$ cat src/rtl/bullet_controller.sv
// Player projectile controller: launches from the turret muzzle on a fire-key press,
// advances the bullet once per synchronized frame tick and retires it at the screen edge.
module bullet_controller #(
    parameter logic [7:0] FIRE_KEY        = 8'h2C,
    parameter int         X_MIN           = 0,
    parameter int         X_MAX           = 639,
    parameter int         Y_MIN           = 0,
    parameter int         Y_MAX           = 479,
    parameter int         STEP_SHIFT      = 1,
    parameter int         COOLDOWN_FRAMES = 8
) (
    input  logic       Clk,
    input  logic       Reset,
    input  logic       frame_clk,
    input  logic [7:0] keycode,
    input  logic [9:0] motion_x,
    input  logic [9:0] motion_y,
    input  logic [9:0] origin_x,
    input  logic [9:0] origin_y,
    output logic [9:0] bullet_x,
    output logic [9:0] bullet_y,
    output logic       bullet_active,
    output logic       bullet_retire,
    output logic [7:0] shots_fired
);
    localparam int CW = $clog2(COOLDOWN_FRAMES + 1);

    typedef enum logic [1:0] {IDLE, FLIGHT, COOLDOWN} state_t;

    state_t             state_q, state_d;
    logic               fs1_q, fs2_q, fs3_q, tick_q;
    logic               key_q, key_prev_q, fire_edge;
    logic [9:0]         bx_q, bx_d, by_q, by_d;
    logic signed [11:0] sx_q, sx_d, sy_q, sy_d;
    logic signed [11:0] nx, ny;
    logic [CW-1:0]      cd_q, cd_d;
    logic [7:0]         shots_q, shots_d;
    logic               retire_q, retire_d;
    logic               in_range, launch_ok;

    always_ff @(posedge Clk) begin
        if (Reset) begin
            fs1_q      <= 1'b0;
            fs2_q      <= 1'b0;
            fs3_q      <= 1'b0;
            tick_q     <= 1'b0;
            // Key match flops reset as "held" so a key down across reset must be re-pressed.
            key_q      <= 1'b1;
            key_prev_q <= 1'b1;
        end else begin
            fs1_q      <= frame_clk;
            fs2_q      <= fs1_q;
            fs3_q      <= fs2_q;
            tick_q     <= fs2_q & ~fs3_q;
            key_q      <= (keycode == FIRE_KEY);
            key_prev_q <= key_q;
        end
    end

    assign fire_edge = key_q & ~key_prev_q;
    assign launch_ok = fire_edge && ({motion_x, motion_y} != '0);

    assign nx = $signed({2'b00, bx_q}) + sx_q;
    assign ny = $signed({2'b00, by_q}) + sy_q;
    assign in_range = (int'(nx) >= X_MIN) && (int'(nx) <= X_MAX) &&
                      (int'(ny) >= Y_MIN) && (int'(ny) <= Y_MAX);

    always_comb begin
        state_d  = state_q;
        bx_d     = bx_q;
        by_d     = by_q;
        sx_d     = sx_q;
        sy_d     = sy_q;
        cd_d     = cd_q;
        shots_d  = shots_q;
        retire_d = 1'b0;
        case (state_q)
            IDLE: begin
                if (launch_ok) begin
                    bx_d    = origin_x;
                    by_d    = origin_y;
                    sx_d    = $signed({{2{motion_x[9]}}, motion_x}) <<< STEP_SHIFT;
                    sy_d    = $signed({{2{motion_y[9]}}, motion_y}) <<< STEP_SHIFT;
                    shots_d = (shots_q == 8'hFF) ? shots_q : shots_q + 8'd1;
                    state_d = FLIGHT;
                end
            end
            FLIGHT: begin
                if (tick_q) begin
                    if (in_range) begin
                        bx_d = nx[9:0];
                        by_d = ny[9:0];
                    end else begin
                        retire_d = 1'b1;
                        cd_d     = CW'(COOLDOWN_FRAMES);
                        state_d  = COOLDOWN;
                    end
                end
            end
            COOLDOWN: begin
                if (tick_q) begin
                    cd_d = cd_q - CW'(1);
                    if (cd_q == CW'(1)) state_d = IDLE;
                end
            end
            default: state_d = IDLE;
        endcase
    end

    always_ff @(posedge Clk) begin
        if (Reset) begin
            state_q  <= IDLE;
            bx_q     <= '0;
            by_q     <= '0;
            sx_q     <= '0;
            sy_q     <= '0;
            cd_q     <= '0;
            shots_q  <= '0;
            retire_q <= 1'b0;
        end else begin
            state_q  <= state_d;
            bx_q     <= bx_d;
            by_q     <= by_d;
            sx_q     <= sx_d;
            sy_q     <= sy_d;
            cd_q     <= cd_d;
            shots_q  <= shots_d;
            retire_q <= retire_d;
        end
    end

    assign bullet_x      = bx_q;
    assign bullet_y      = by_q;
    assign bullet_active = (state_q == FLIGHT);
    assign bullet_retire = retire_q;
    assign shots_fired   = shots_q;

endmodule

$ cat config.mk
export PLATFORM = sky130hd
export DESIGN_NAME = bullet_controller
export DESIGN_NICKNAME = d
export VERILOG_FILES = /design/src/rtl/bullet_controller.sv
export SDC_FILE = /design/constraint.sdc
export NUM_CORES = 1
export LEC_CHECK = 0
export CAP_MARGIN = 25
export CORE_MARGIN = 5
export CORE_UTILIZATION = 52
export CTS_BUF_LIST = sky130_fd_sc_hd__clkbuf_4
export DETAILED_ROUTE_END_ITERATION = 10
export PLACE_DENSITY = 0.83
export SYNTH_ARGS = -nofsm -noshare
export SYNTH_HDL_FRONTEND = slang
export SYNTH_SLANG_ARGS = --single-unit
$ cat constraint.sdc
create_clock -name Clk -period 3.8 [get_ports Clk]
set_input_delay 0.38 -clock Clk [delete_from_list [all_inputs] [get_ports Clk]]
set_output_delay 0.38 -clock Clk [all_outputs]
set_load 0.01 [all_outputs]
==> results of run 1 <==
## state kept, by name, summed over array words and instances, names as in the netlist
signal / cells
tick_q: 1
key_q: 1
fs3_q: 1
sy_q: 10
sx_q: 10
bullet_retire: 1
fs2_q: 1
state_q: 2
cd_q: 4
fs1_q: 1
bullet_y: 10
bullet_x: 10
key_prev_q: 1
shots_fired: 8
## cell usage in the layout, fill, tap and decap left out, types with 3 or more instances in the layout
cell	netlist	routed
a21o_1	7	7
nor3_1	9	9
or2_2	3	3
a31oi_1	4	4
ha_1	21	21
xor2_1	12	12
o31ai_1	5	5
bufinv_16	0	3
a21oi_1	42	42
nand3_1	8	8
o211ai_1	4	4
clkbuf_4	0	10
xnor2_1	6	6
nor2_1	29	29
inv_1	14	14
a31o_2	3	3
a211oi_1	6	6
dfxtp_1	61	61
and3_1	4	4
o21ai_0	14	14
clkinv_1	1	4
mux2i_1	15	15
or3_1	3	3
o21a_1	3	3
nor2b_1	10	10
nand2_1	68	68
buf_4	1	5
clkdlybuf4s50_1	0	79
nor4_1	7	7
## per-layer routing
layer  GRT usage [%]  vias to the layer above  wire [um]
li1                -                     1617          -
met2            33.8                       92       4080
met4            11.4                        0        233
met5               0                        -          0
met3            5.17                       21        522
met1            27.0                     1470       3820
## cells by family (layout without fill, tap and decap cells)
| group | count (synthesis) | in the layout | synth area share (%) |
|---|---|---|---|
| and+or+nand+nor | 155 | 155 | 21.6 |
| AOI/OAI and AO/OA | 105 | 105 | 20.4 |
| DFF | 61 | 61 | 36.0 |
| buffers and inverters | 32 | 116 | 3.91 |
| adders and majority gates | 23 | 23 | 8.94 |
| xor gates and xnor gates | 18 | 18 | 4.65 |
| muxes | 15 | 15 | 4.43 |
## worst paths after layout
check | cells past startpoint | end | startpoint | slack (ns)
min | 1 | tick_q | fs3_q | 0.40
min reg2reg | 1 | tick_q | fs3_q | 0.40
max | 11 | bullet_y[2] | bullet_y[1] | 0.40
max reg2reg | 11 | bullet_y[2] | bullet_y[1] | 0.40
## critical path, cell delays in order (launching register included)
cell      delay, ns
dfxtp_1        0.37
ha_1           0.18
inv_1          0.06
fa_1           0.41
nand2b_1       0.20
a211oi_1       0.30
o21ai_0        0.18
a222oi_1       0.37
a21boi_2       0.35
a31oi_4        0.40
a211oi_1       0.36
a211oi_1       0.08
## where the power goes
group / internal (mW) / switching, mW
sequential: 0.659 / 0.0148
clock: 0.334 / 0.234
combinational: 0.111 / 0.101
## final cells by class
type,count,area [um2]
Clock buffer,10,75.1
Clock inverter,6,101
Fill cell,508,1930
Inverter,15,56.3
Multi-Input combinational cell,316,2040
Sequential cell,61,1220
Tap cell,77,96.3
Timing Repair Buffer,85,833
## through the flow
stage,instance area (um2),power (mW),std cells,hold slack (ns)
2_1_floorplan,3390,0.795,409,0.367
3_3_place_gp,4250,0.891,554,0.380
3_5_place_dp,4250,0.897,554,0.390
4_1_cts,4420,1.46,570,0.405
5_1_grt,4420,1.52,570,0.424
6_report,4420,1.45,570,0.402
==> qor.txt, run 1 <==
Status -> finished clean
Maximum VDD drop -> 0.000216 V
Final hold violation count -> 0
Slew headroom -> 37.7%
Synth Flop Type -> dfxtp_1
Chip width -> 90.7 um
GPL Wtd Cong -> 0.897
Setup crit end kind -> flip-flop
Slew Limit Fails -> 0
Ratio of total power to cell area -> 329 mW/mm2
Global-route wire length before repair -> 14.5 mm
Fraction of layout cells with a size suffix above 1 -> 6.49%
Synth Instances -> 409
Setup bufs post-CTS -> 0
Layout Nets -> 562
DRT Pass-1 Iters -> 4
Hold crit path type -> flip-flop to flip-flop
I/O pin cnt -> 81
Htree depth -> 3
Std cell rows -> 29
Worst Skew -> 0.00970 ns
Area leader, netlist -> dfxtp_1
Yosys warns -> 0
Ys async rst share -> 0%
Worst-Skew Late Latency -> 0.41 ns
Least-Margin Pin Slew -> 0.934 ns
Flops & latches, synth -> 61
Clock transition at path regs -> 0.10 ns
Initial Util -> 53.4%
Most common cell in the netlist -> nand2_1
Cell Area, Synth -> 0.00339 mm2
Post-DP HPWL -> 6.29 mm
Max_cap viols -> 0
Area share of the largest cell type after synthesis -> 36.0%
Cts bufs inserted -> 9
PostCTS Resize Cnt -> 0
Global route overflow -> 0
Placeable Area -> 0.00635 mm2
Leak pwr -> 1.78 nW
Initial DRC Count -> 163
Antenna fix cells -> 0
Avg WL per Cell -> 15.2 um
Vias after detailed routing -> 3,200
Final Cycle Share -> 89.3%
Clock sinks -> 61
Vert. Die Dim -> 90.7 um
Hold Buf Count CTS -> 0
Remaining DRCs -> 0
# setup viols final -> 0
Via-per-instance ratio -> 5.61
Final core occ -> 69.6%
Post-layout worst setup margin -> 0.405 ns
RSZ-0062 raised after global routing -> no
Area Overhead vs Synth -> 30.5%
GR Util All Layers -> 21.5%
Detailed-route wire length -> 8.66 mm
CP Class -> flip-flop to flip-flop
Area contributors post-synth -> dfxtp_1 (36%), ha_1 (7.8%), nand2_1 (7.5%), a21oi_1 (6.2%), mux2i_1 (4.4%)
EDFF count, synth -> 0
CTS tree -> yes
Post-route setup TNS -> 0 ns
Number of global-route vias before repair -> 3,082
IO buf count -> 80
Clock Tree Root -> clkbuf_4
Syn Nets -> 483
Sequential-to-total area share from yosys stat -> 36.0%
Full die area -> 0.00823 mm2
Clock Tree Buf Depth -> 2
DRT antenna net count -> 0
Pre-CTS setup slack -> 0.408 ns
Crit-path max FO -> 25
Synth cell types -> 56
Initial antenna violation count -> 0
Startpoint Class -> flip-flop
Commonest cells in the synthesized netlist -> nand2_1 (68), dfxtp_1 (61), a21oi_1 (42), nor2_1 (29), ha_1 (21)
Crit path DAT -> 3.66 ns
Post-layout minimum cycle time -> 3.40 ns
Largest net degree at the start of global routing -> 58
Worst endpoint required time -> 4.06 ns
Mean post-synth cell area -> 8.28 um2
Max Freq -> 0.295 GHz
No activity file was read; power rests on OpenSTA's default activity.
==> run 2: changes to the inputs <==
--- a/config.mk
+++ b/config.mk
@@ -7,10 +7,10 @@
 export LEC_CHECK = 0
 export CAP_MARGIN = 25
 export CORE_MARGIN = 5
-export CORE_UTILIZATION = 52
+export CORE_UTILIZATION = 47
 export CTS_BUF_LIST = sky130_fd_sc_hd__clkbuf_4
 export DETAILED_ROUTE_END_ITERATION = 10
-export PLACE_DENSITY = 0.83
+export PLACE_DENSITY = 0.79
 export SYNTH_ARGS = -nofsm -noshare
 export SYNTH_HDL_FRONTEND = slang
 export SYNTH_SLANG_ARGS = --single-unit
==> constraint.sdc (replaced) <==
create_clock -name Clk -period 3.1 [get_ports Clk]
set_input_delay 0.31 -clock Clk [delete_from_list [all_inputs] [get_ports Clk]]
set_output_delay 0.31 -clock Clk [all_outputs]
set_load 0.01 [all_outputs]
==> run 2 against run 1 <==
  * Routed wire length up 3.4%
  * Global-route usage down 1.0 points
  * Via count up 1.6%
  * Worst setup slack worse by 0.26 ns
  * First-iteration DRC count down 1.2%
  * Critical path depth up 1
  * Clock skew about the same
  * Register-to-register slack worse by 0.26 ns
  * Largest cell class unchanged
  * Largest power group unchanged
  * Highest routed layer unchanged
==> qor.txt, run 2 (synthesized netlist as in run 1, its figures left out) <==
# setup viols final -> 0 (unchanged)
Psw -> 0.458 mW (was 0.350 mW)
Via-per-instance ratio -> 5.45 (was 5.61)
Vias after detailed routing -> 3,250 (was 3,200)
Hold crit path type -> input port to flip-flop (was flip-flop to flip-flop)
Status -> finished clean (unchanged)
Design Area, Final -> 0.00449 mm2 (was 0.00442 mm2)
CP Class -> flip-flop to flip-flop (unchanged)
Clock Tree Buf Depth -> 2 (unchanged)
Crit path DAT -> 3.24 ns (was 3.66 ns)
R2r worst-path depth -> 12 (was 11)
Leak pwr -> 1.79 nW (was 1.78 nW)
Slew headroom -> 66.8% (was 37.7%)
Clock power share -> 33.5% (was 39.1%)
Initial DRC Count -> 161 (was 163)
Pint -> 1.19 mW (was 1.10 mW)
Final hold violation count -> 0 (unchanged)
Worst endpoint required time -> 3.38 ns (was 4.06 ns)
Most common cell after layout, fill and taps aside -> clkdlybuf4s50_1 (unchanged)
Startpoint Class -> flip-flop (unchanged)
DRT antenna net count -> 0 (unchanged)
I/O pin cnt -> 81 (unchanged)
Area Overhead vs Synth -> 32.6% (was 30.5%)
Tot Pwr -> 1.65 mW (was 1.45 mW)
Hold Buf Count CTS -> 0 (unchanged)
Final Cycle Share -> 95.4% (was 89.3%)
Std cell rows -> 31 (was 29)
Setup crit end kind -> flip-flop (unchanged)
Worst-Skew Late Latency -> 0.41 ns (about the same)
Placeable Area -> 0.00714 mm2 (was 0.00635 mm2)
Register area -> 0.00122 mm2 (about the same)
Layout Nets -> 566 (was 562)
Global route overflow -> 0 (unchanged)
Max_cap viols -> 0 (unchanged)
Initial Util -> 47.5% (was 53.4%)
Multi-input gate area -> 0.00208 mm2 (was 0.00204 mm2)
Flop pwr share -> 50.1% (was 46.3%)
Sw frac -> 27.8% (was 24.1%)
Fill cells -> 649 (was 508)
Post-layout minimum cycle time -> 2.96 ns (was 3.40 ns)
Full die area -> 0.00901 mm2 (was 0.00823 mm2)
Non-filler instance count after layout -> 596 (was 570)
Vert. Die Dim -> 94.9 um (was 90.7 um)
Max Freq -> 0.338 GHz (was 0.295 GHz)
Clock Tree Root -> clkbuf_4 (unchanged)
Comb pwr share -> 16.4% (was 14.5%)
Clock transition at path regs -> 0.11 ns (was 0.10 ns)
DRT Pass-1 Iters -> 4 (unchanged)
Number of global-route vias before repair -> 3,213 (was 3,082)
Most frequent cells in the layout -> clkdlybuf4s50_1 (79), nand2_1 (68), dfxtp_1 (60), a21oi_1 (42), nor2_1 (29) (was clkdlybuf4s50_1 (79), nand2_1 (68), dfxtp_1 (61), a21oi_1 (42), nor2_1 (29))
DP Area -> 0.00431 mm2 (was 0.00425 mm2)
Pre-CTS setup slack -> 0.0415 ns (was 0.408 ns)
Chip width -> 94.9 um (was 90.7 um)
Remaining DRCs -> 0 (unchanged)
Final core occ -> 62.9% (was 69.6%)
Post-layout worst setup margin -> 0.142 ns (was 0.405 ns)
Initial antenna violation count -> 0 (unchanged)
Worst hold path stage count -> 2 (was 1)
Fraction of layout cells with a size suffix above 1 -> 9.05% (was 6.49%)
Cts bufs inserted -> 9 (unchanged)
Cells after DPL -> 579 (was 554)
GPL Wtd Cong -> 0.858 (was 0.897)
IO buf count -> 80 (unchanged)
Clock sinks -> 61 (unchanged)
Crit-path max FO -> 19 (was 25)
Detailed-route wire length -> 8.96 mm (was 8.66 mm)
CTS tree -> yes (unchanged)
Avg WL per Cell -> 15.0 um (was 15.2 um)
Ratio of total power to cell area -> 367 mW/mm2 (was 329 mW/mm2)
GR Util All Layers -> 20.5% (was 21.5%)
Htree depth -> 3 (unchanged)
Antenna fix cells -> 0 (unchanged)
Largest net degree at the start of global routing -> 35 (was 58)
Maximum VDD drop -> 0.000234 V (was 0.000216 V)
Global-route wire length before repair -> 14.5 mm (about the same)
Worst Skew -> 0.0102 ns (was 0.00970 ns)
Post-DP HPWL -> 6.60 mm (was 6.29 mm)
Slew Limit Fails -> 0 (unchanged)
Least-Margin Pin Slew -> 0.497 ns (was 0.934 ns)
==> run 2: per-stage QoR <==
step                TNS (ns)  hold slack [ns]
finish                     0            0.312
global route         -0.0220            0.346
CTS                        0            0.315
detailed placement         0            0.375
global placement           0            0.376
floorplan                  0            0.367
==> run 2: metal layers <==
layer	vias to the layer above	GRT usage (%)	wire length, um	share of wire [%]
met1	1505	24.6	3810	42
met2	105	35.5	4390	49
met4	0	7.57	242	2.7
met3	19	4.70	516	5.8
li1	1621	-	-	-
met5	-	0	0	0
==> run 2: final timing paths <==
path	to	start	slack (ns)
worst min-delay path	bullet_x[3]	Reset	0.31
worst max-delay path	bullet_y[2]	bullet_x[1]	0.14
worst max register to register	bullet_y[2]	bullet_x[1]	0.14
worst min register to register	tick_q	fs3_q	0.39
==> run 2: final cells by class <==
cell class	instances	area share (%)
repair buffers	89	19.5
flip-flops and latches	61	27.2
well taps	99	2.76
inverters	15	1.25
clock inverters	7	1.48
clock buffers	9	1.50
multi-input cells	316	46.3
==> run 2: power by group through the flow <==
stage / clock (mW) / combinational, mW / sequential (mW)
floorplan: 0 / 0.130 / 0.844
global placement: 0 / 0.255 / 0.842
detailed placement: 0 / 0.260 / 0.843
CTS: 0.563 / 0.263 / 0.825
global route: 0.607 / 0.296 / 0.829
finish: 0.553 / 0.270 / 0.825
==> run 2: critical path, stage by stage (launching register included) <==
cell and delay [ns]:
dfxtp_1 0.37, ha_1 0.22, inv_1 0.07, fa_1 0.39, nor2b_1 0.19, o2111a_1 0.31
o31ai_1 0.12, a222oi_1 0.30, a21boi_4 0.29, a31oi_4 0.12, buf_12 0.18, a211oi_2 0.20
a211oi_1 0.07
==> run 2: what timing repair did <==
| action | in CTS | in global routing |
|---|---|---|
| setup endpoints to repair | 0 | 20 |
| gates resized for setup | 0 | 9 |
| setup buffers | 0 | 1 |
